===== src/rtl/spi_master_cfg.sv =====
// SPI master with per-transfer mode (CPOL/CPHA), bit order, SCLK divider and chip-select.
// All per-transfer settings are captured when a start is accepted in IDLE.
module spi_master_cfg #(
    parameter int unsigned DW   = 16,
    parameter int unsigned DIVW = 8,
    parameter int unsigned NCS  = 1,
    localparam int unsigned CSW = (NCS > 1) ? $clog2(NCS) : 1
) (
    input  logic            clk,
    input  logic            rst,
    input  logic            start,
    input  logic [DW-1:0]   din,
    input  logic            cpol,
    input  logic            cpha,
    input  logic            lsb_first,
    input  logic [DIVW-1:0] div,
    input  logic [CSW-1:0]  cs_sel,
    input  logic            miso,
    output logic            sclk,
    output logic            mosi,
    output logic            mosi_oe,
    output logic [NCS-1:0]  cs_n,
    output logic [DW-1:0]   dout,
    output logic            busy,
    output logic            done
);
    localparam int unsigned HPW = $clog2(2 * DW);

    typedef enum logic [2:0] {S_IDLE, S_LEAD, S_XFER, S_TRAIL, S_DONE} state_t;

    state_t          state_q, state_d;
    logic [DIVW-1:0] cnt_q, cnt_d, div_q, div_d;
    logic [HPW-1:0]  hp_q, hp_d;
    logic [DW-1:0]   tx_q, tx_d, rx_q, rx_d, dout_q, dout_d;
    logic            cpol_q, cpol_d, cpha_q, cpha_d, lsb_q, lsb_d, sclk_q, sclk_d;
    logic [CSW-1:0]  cs_q, cs_d;
    logic            hp_end, do_sample, do_shift, lead_edge, active;

    always_ff @(posedge clk or negedge rst) begin
        if (!rst) begin
            state_q <= S_IDLE;
            cnt_q   <= '0;
            div_q   <= '0;
            hp_q    <= '0;
            tx_q    <= '0;
            rx_q    <= '0;
            dout_q  <= '0;
            cpol_q  <= 1'b0;
            cpha_q  <= 1'b0;
            lsb_q   <= 1'b0;
            sclk_q  <= 1'b0;
            cs_q    <= '0;
        end else begin
            state_q <= state_d;
            cnt_q   <= cnt_d;
            div_q   <= div_d;
            hp_q    <= hp_d;
            tx_q    <= tx_d;
            rx_q    <= rx_d;
            dout_q  <= dout_d;
            cpol_q  <= cpol_d;
            cpha_q  <= cpha_d;
            lsb_q   <= lsb_d;
            sclk_q  <= sclk_d;
            cs_q    <= cs_d;
        end
    end

    always_comb begin
        state_d   = state_q;
        cnt_d     = cnt_q;
        div_d     = div_q;
        hp_d      = hp_q;
        tx_d      = tx_q;
        rx_d      = rx_q;
        dout_d    = dout_q;
        cpol_d    = cpol_q;
        cpha_d    = cpha_q;
        lsb_d     = lsb_q;
        sclk_d    = sclk_q;
        cs_d      = cs_q;
        do_sample = 1'b0;
        do_shift  = 1'b0;
        hp_end    = (cnt_q == div_q);
        // hp_q odd means the next SCLK toggle starts an even half-period: a leading edge
        lead_edge = hp_q[0];

        case (state_q)
            S_IDLE: begin
                sclk_d = cpol;
                if (start) begin
                    state_d = S_LEAD;
                    tx_d    = din;
                    rx_d    = '0;
                    cnt_d   = '0;
                    hp_d    = '0;
                    cpol_d  = cpol;
                    cpha_d  = cpha;
                    lsb_d   = lsb_first;
                    div_d   = div;
                    cs_d    = cs_sel;
                end
            end
            S_LEAD: begin
                if (hp_end) begin
                    state_d   = S_XFER;
                    cnt_d     = '0;
                    hp_d      = '0;
                    sclk_d    = ~sclk_q;
                    // first bit is already on mosi, so CPHA=1 does not shift here
                    do_sample = ~cpha_q;
                end else begin
                    cnt_d = cnt_q + DIVW'(1);
                end
            end
            S_XFER: begin
                if (hp_end) begin
                    cnt_d = '0;
                    if (hp_q == HPW'(2 * DW - 1)) begin
                        state_d = S_TRAIL;
                    end else begin
                        hp_d      = hp_q + HPW'(1);
                        sclk_d    = ~sclk_q;
                        do_sample = lead_edge ^ cpha_q;
                        do_shift  = ~(lead_edge ^ cpha_q);
                    end
                end else begin
                    cnt_d = cnt_q + DIVW'(1);
                end
            end
            S_TRAIL: begin
                if (hp_end) begin
                    state_d = S_DONE;
                    dout_d  = rx_q;
                end else begin
                    cnt_d = cnt_q + DIVW'(1);
                end
            end
            S_DONE: begin
                state_d = S_IDLE;
                sclk_d  = cpol;
            end
            default: state_d = S_IDLE;
        endcase

        if (do_sample)
            rx_d = lsb_q ? {miso, rx_q[DW-1:1]} : {rx_q[DW-2:0], miso};
        if (do_shift)
            tx_d = lsb_q ? {1'b0, tx_q[DW-1:1]} : {tx_q[DW-2:0], 1'b0};
    end

    always_comb begin
        active = (state_q == S_LEAD) || (state_q == S_XFER) || (state_q == S_TRAIL);
        cs_n   = '1;
        for (int unsigned i = 0; i < NCS; i++)
            cs_n[i] = ~(active && (cs_q == CSW'(i)));
        mosi_oe = ~&cs_n;
        mosi    = mosi_oe & (lsb_q ? tx_q[0] : tx_q[DW-1]);
        sclk    = sclk_q;
        dout    = dout_q;
        busy    = (state_q != S_IDLE);
        done    = (state_q == S_DONE);
    end
endmodule


===== config.mk =====
export PLATFORM = sky130hd
export DESIGN_NAME = spi_master_cfg
export DESIGN_NICKNAME = d
export VERILOG_FILES = /design/src/rtl/spi_master_cfg.sv
export SDC_FILE = /design/constraint.sdc
export NUM_CORES = 1
export LEC_CHECK = 0
export BUFFER_PORTS_ARGS = -buffer_cell sky130_fd_sc_hd__buf_4
export CORE_ASPECT_RATIO = 1.4
export CORE_MARGIN = 4
export CORE_UTILIZATION = 30
export DETAILED_ROUTE_END_ITERATION = 16
export HOLD_SLACK_MARGIN = 0.03
export PLACE_DENSITY = 0.53
export SETUP_SLACK_MARGIN = 0.1
export SYNTH_ARGS = -nofsm -noshare
export SYNTH_HDL_FRONTEND = slang
export SYNTH_SLANG_ARGS = --single-unit

===== constraint.sdc =====
create_clock -name clk -period 2.4 [get_ports clk]
set_input_delay 0.6 -clock clk [delete_from_list [all_inputs] [get_ports clk]]
set_output_delay 0.6 -clock clk [all_outputs]
set_load 0.01 [all_outputs]

# Yosys cells after proc, flatten, opt, wreduce, memory -nomap -nowiden
# Index checks and enable logic that the tools add are counted.
# word_totals
reg_bits	76
input_bits	32
out_inout_bits	22
wordCells	90
# op_classes
addsub	2
eq_ne	13
n_mux	35
bitwise_logic	7
reduce_logical	22
# ops
op	n
16-bit two-way mux	8
8-bit two-way mux	3
8-bit one-hot mux with 3 select lines	1
5-bit two-way mux	4
3-bit two-way mux	5
5-bit one-hot mux with 3 select lines	1
2-bit != test (second input constant)	7
3-bit one-hot mux with 4 select lines	1
3-bit nonzero test	4
1-bit two-way mux	10
5-bit AND reduction	2
8-bit by 1-bit adder with 8-bit output (second input constant)	1
8-bit equality test	1
2-bit AND reduction	4
2-bit nonzero test	4
3-bit by 2-bit equality test with 1-bit output (second input constant)	2
5-bit by 1-bit adder with 5-bit output (second input constant)	1
5-bit equality test (second input constant)	1
1-bit NOT	5
4-bit AND reduction	1
2-bit OR reduction	2
3-bit by 1-bit equality test with 1-bit output (second input constant)	1
3-bit equality test (second input constant)	1
3-bit logical NOT	1
7 further kinds	8

# Logic depth before layout (Yosys ltp)
# logic_depth
depth_word	7
mapped_depth	9
depth_no_buf	8

# Worst setup path after synthesis
# No wires, ideal clock.
# synth_timing
path_kind	reg-to-reg
start	reg hp_q[0]
end	reg rx_q[2]
setup_ns	0.135
arrival_ns	1.836
t_required_ns	2.265
path_slack_ns	0.429
path_stages_with_launch	9
n_path_buf	1
period_less_slack_ns	1.971
path_cell_list	dfrtp_1 -> ha_1 -> and3_1 -> ha_1 -> o32ai_1 -> nand4_1 -> clkbuf_1 -> nand3_1 -> o21ai_0
# synth_via
elab_chain_cells	6
elab_cells_between_ends	9
cone_classes	eq/ne: 1; mux: 4; bitwise: 1; reduce/logical: 3
# synth_rtl
item	line_no	source
start, declared	33	logic [HPW-1:0] hp_q, hp_d;
start signal, assigned	57	hp_q <= hp_d;
5-bit equality test / 1-bit bitwise XOR (equally long branches)	119, 124	
1-bit two-way mux *	119	if (hp_q == HPW'(2 * DW - 1)) begin
1-bit two-way mux *	117	if (hp_end) begin
1-bit one-hot mux with 2 select lines *	88	case (state_q)
2-bit nonzero test (no source line)	-	
2-bit AND reduction (no source line)	-	
end signal, assigned	59	rx_q <= rx_d;
end, declared	34	logic [DW-1:0] tx_q, tx_d, rx_q, rx_d, dout_q, dout_d;
# Every way passes the cells marked *; elsewhere a longest branch is shown, timed or not.
# A chain may end at the register's enable or synchronous reset.

# Worst setup path after layout
# layout_timing
start	reg state_q[0]
end	out mosi
# layout_via
elab_chain_cells	5
elab_cells_between_ends	7
cone_classes	eq/ne: 3; bitwise: 1; reduce/logical: 3
# layout_rtl
item	line_no	source
start, declared	31	state_t state_q, state_d;
start signal, assigned	54	state_q <= state_d;
3-bit by 1-bit equality test with 1-bit output / 3-bit by 2-bit equality test with 1-bit output (equally long branches)	153	active = (state_q == S_LEAD) || (state_q == S_XFER) || (state_q == S_TRAIL);
1-bit logical OR	153	
1-bit logical OR *	153	
1-bit logical AND *	156	cs_n[i] = ~(active && (cs_q == CSW'(i)));
1-bit AND *	158	mosi = mosi_oe & (lsb_q ? tx_q[0] : tx_q[DW-1]);
end, declared	20	output logic mosi,
# Marked as above.

==> impl_results.md <==
- Die width: 103 µm
- Post-DP HPWL: 6.03 mm
- Die area: 14500 µm²
- Cells after Synth: 375
- Die height: 141 µm
- Total leakage power: 2.22 nW
- Vias per Instance: 5.07
- Sink Count: 76
- I/O pin total: 54
- Skew-Pair Late Insertion Delay: 0.33 ns
- Ratio of cells with drive above 1 in the final layout: 24.3%
- Final worst-path cycle share: 90.5%
- Crit start category: flip-flop
- Fin Setup TNS: 0 ns
- Worst Hold Slack: 0.185 ns
- Port-buffer cells: 53
- Root Driver: clkbuf_16
- Drt first-iter violations: 92
- Clock Pin Slew Worst Setup and Hold Paths: 0.06 ns
- Share of synthesized registers carrying an async set or reset: 100%
- Final critical-path required period: 2.17 ns
- Synth Area in Simple Gates: 18.4%
- Max Cap Viol: 0
- Worst-margin pin slew: 0.519 ns
- Worst EP required: 1.80 ns
- WP buf/inv: 1
- Slew headroom: 65.4%
- Worst vdd ir: 0.000401 V
- Fillers: 1234
- Ys Warns: 0
- Total Power: 5.51 mW
- Average wire per standard cell: 14.8 µm
- Initial Utilization: 30.6%
- Data arrival time of the worst path: 1.57 ns
- Unrepaired setup endpoints after global routing: false
- Syn Nets: 410
- Largest net degree at the start of global routing: 51
- Worst Clk Skew: 0.00734 ns
- Num CTS Buffers: 9
- Largest family of logic cells by synthesized area: simple AND/OR/NAND/NOR gates
- DR pass1 iterations: 4
- PwrDens: 1170 nW/µm²
- Layout Utilization: 38.1%
- Wirelength, routed: 8.59 mm
- Final Instance Area: 4710 µm²
- Adder-cell share of the synthesized area: 0.991%
- Family with the most delay on the worst path: simple AND/OR/NAND/NOR gates
- Critical-path maximum fanout: 9
- Synth Area in Compound Gates: 11.7%
- Synth cell types: 45
- Area growth from synthesis to layout: 24.3%
- Syn Area/Cell: 10.1 µm²
- Critical Path, Cell by Cell: nor2_1 > or3_1 > nor2_1 > buf_4
- Worst Setup Slack, final: 0.229 ns
- First-pass GRT wire length: 14.6 mm
- Core area: 12400 µm²
- Number of enable flip-flop cells after synthesis: 0
- Final Max Tran Viols: 0
- Final antenna diode count: 0
- Cell Count, Final, Fillers Out: 582
- GPL Wtd Cong: 0.832
- CTS tree: built
- Dpl ws: 0.250 ns
- Mapped Area: 3790 µm²
- Max incr delay on CP: 0.47 ns
- DRC viols: 0
- Antenna-violating nets left: 0
- Vias after detailed routing: 2953
- Global route overflow: 0
- Sequential area share after synthesis: 50.2%
- Worst setup path class: reg -> out
- Total Nets Final: 462
- Main synth FF type: dfrtp_1
- Worst min-delay path category: in -> async
- XOR/XNOR Fraction of Synth Area: 2.08%
- Cell with the most instances on the worst path: nor2_1
- Initial antenna violation count: 0
- Mux contribution to synthesized area: 13.2%
- Fmax: 461 MHz
- Vias in the first global route: 2955
- Max stage delay cell, worst path: dfrtp_1
- Placed cell count: 566
- Total Routing Usage GR: 12.7%
- Row count: 48
- Cts hold-fix bufs: 0
- Dpl cell area: 4390 µm²
- Register bit count reported by yosys: 76
- Endpoints failing setup: 0
- Hold Fails Final Rpt: 0
- Worst setup EP type: output port
- Clock Path Buffers: 2
- Htree depth: 3
- Status: finished, final reports clean
-- cell usage in the layout, fill, tap and decap left out, types with 8 or more instances in the layout --
| cell | count |
|---|---|
| clkbuf_16 | 9 |
| mux2_2 | 16 |
| dfrtp_1 | 75 |
| xor2_1 | 8 |
| buf_4 | 63 |
| nor2_1 | 11 |
| nand3_1 | 38 |
| mux2i_1 | 31 |
| nand2_1 | 64 |
| o21ai_0 | 24 |
| o211ai_1 | 15 |
-- area by class of cell --
type	count	area, µm²	share of cell area, %
tap	150	188	3.99
timing repair buffer	65	513	10.9
inverter	8	30.0	0.638
sequential	76	1900	40.4
clock inverter	4	55.1	1.17
multi-input combinational	267	1760	37.5
clock buffer	12	256	5.45
-- worst register-to-register path, stage by stage, from the launching register on --
cell,delay [ns]
dfrtp_1,0.41
ha_1,0.21
and3_1,0.19
ha_1,0.24
o32ai_1,0.33
nand4_1,0.15
buf_4,0.26
nand3_1,0.11
o21ai_0,0.09
-- logic make-up after synthesis --
family	after synthesis
adders and majority gates	3
DFF	76
and+or+nand+nor	143
muxes	48
buffers and inverters	32
xor gates and xnor gates	9
AOI/OAI and AO/OA	64
-- final timing paths --
check / from / endpoint / slack [ns] / cells after the start
setup reg to reg: hp_q[1] / rx_q[4] / 0.27 / 8
setup / recovery: state_q[0] / mosi / 0.23 / 4
max in group asynchronous: rst / div_q[4] / 1.62 / 2
hold reg to reg: cs_q / cs_q / 0.48 / 2
min in group clk: cpha / cpha_q / 0.46 / 3
hold / removal: rst / tx_q[7] / 0.19 / 1
-- registers in the layout, indices dropped and copies added (netlist names) --
| name | cells |
|---|---|
| state_q | 3 |
| tx_q | 16 |
| lsb_q | 1 |
| div_q | 8 |
| cpha_q | 1 |
| sclk | 1 |
| cs_q | 1 |
| cnt_q | 8 |
| rx_q | 16 |
| dout | 16 |
| hp_q | 5 |
-- Yosys cell counts, types with 3 or more instances --
master    number  area (µm²)
nand2_1       64         240
inv_1          7        26.3
mux2_2        16         180
nand2b_1       4        25.0
or2_2          4        25.0
dfrtp_1       76        1900
xor2_1         8        70.1
nor2_1        11        41.3
nand3_1       38         190
mux2i_1       31         310
clkbuf_1      20        75.1
a22o_1         7        61.3
o21ai_0       24         120
nor3_1         3        15.0
o211ai_1      15         113
a211o_1        5        43.8
and3_1         4        25.0
ha_1           3        37.5
-- report_power, final --
group / switching, mW / internal (mW)
clock network: 0.526 / 0.868
registers: 0.453 / 1.77
logic: 0.944 / 0.947
total: 1.92 / 3.59
-- per-layer routing --
metal  track usage [%]  wire (µm)  vias to the layer above
li1                  -          -                     1439
met1              16.3       3690                     1434
met2              20.2       4310                       73
met3              3.76        465                        7
met4              4.09        122                        0
met5                 0          0                        -
-- timing repair --
item,4_1_cts,5_1_grt
buffers inserted,0,0
resized for setup,0,2
setup endpoints to repair,0,4
Note: power is estimated with default switching activity, not from simulation.
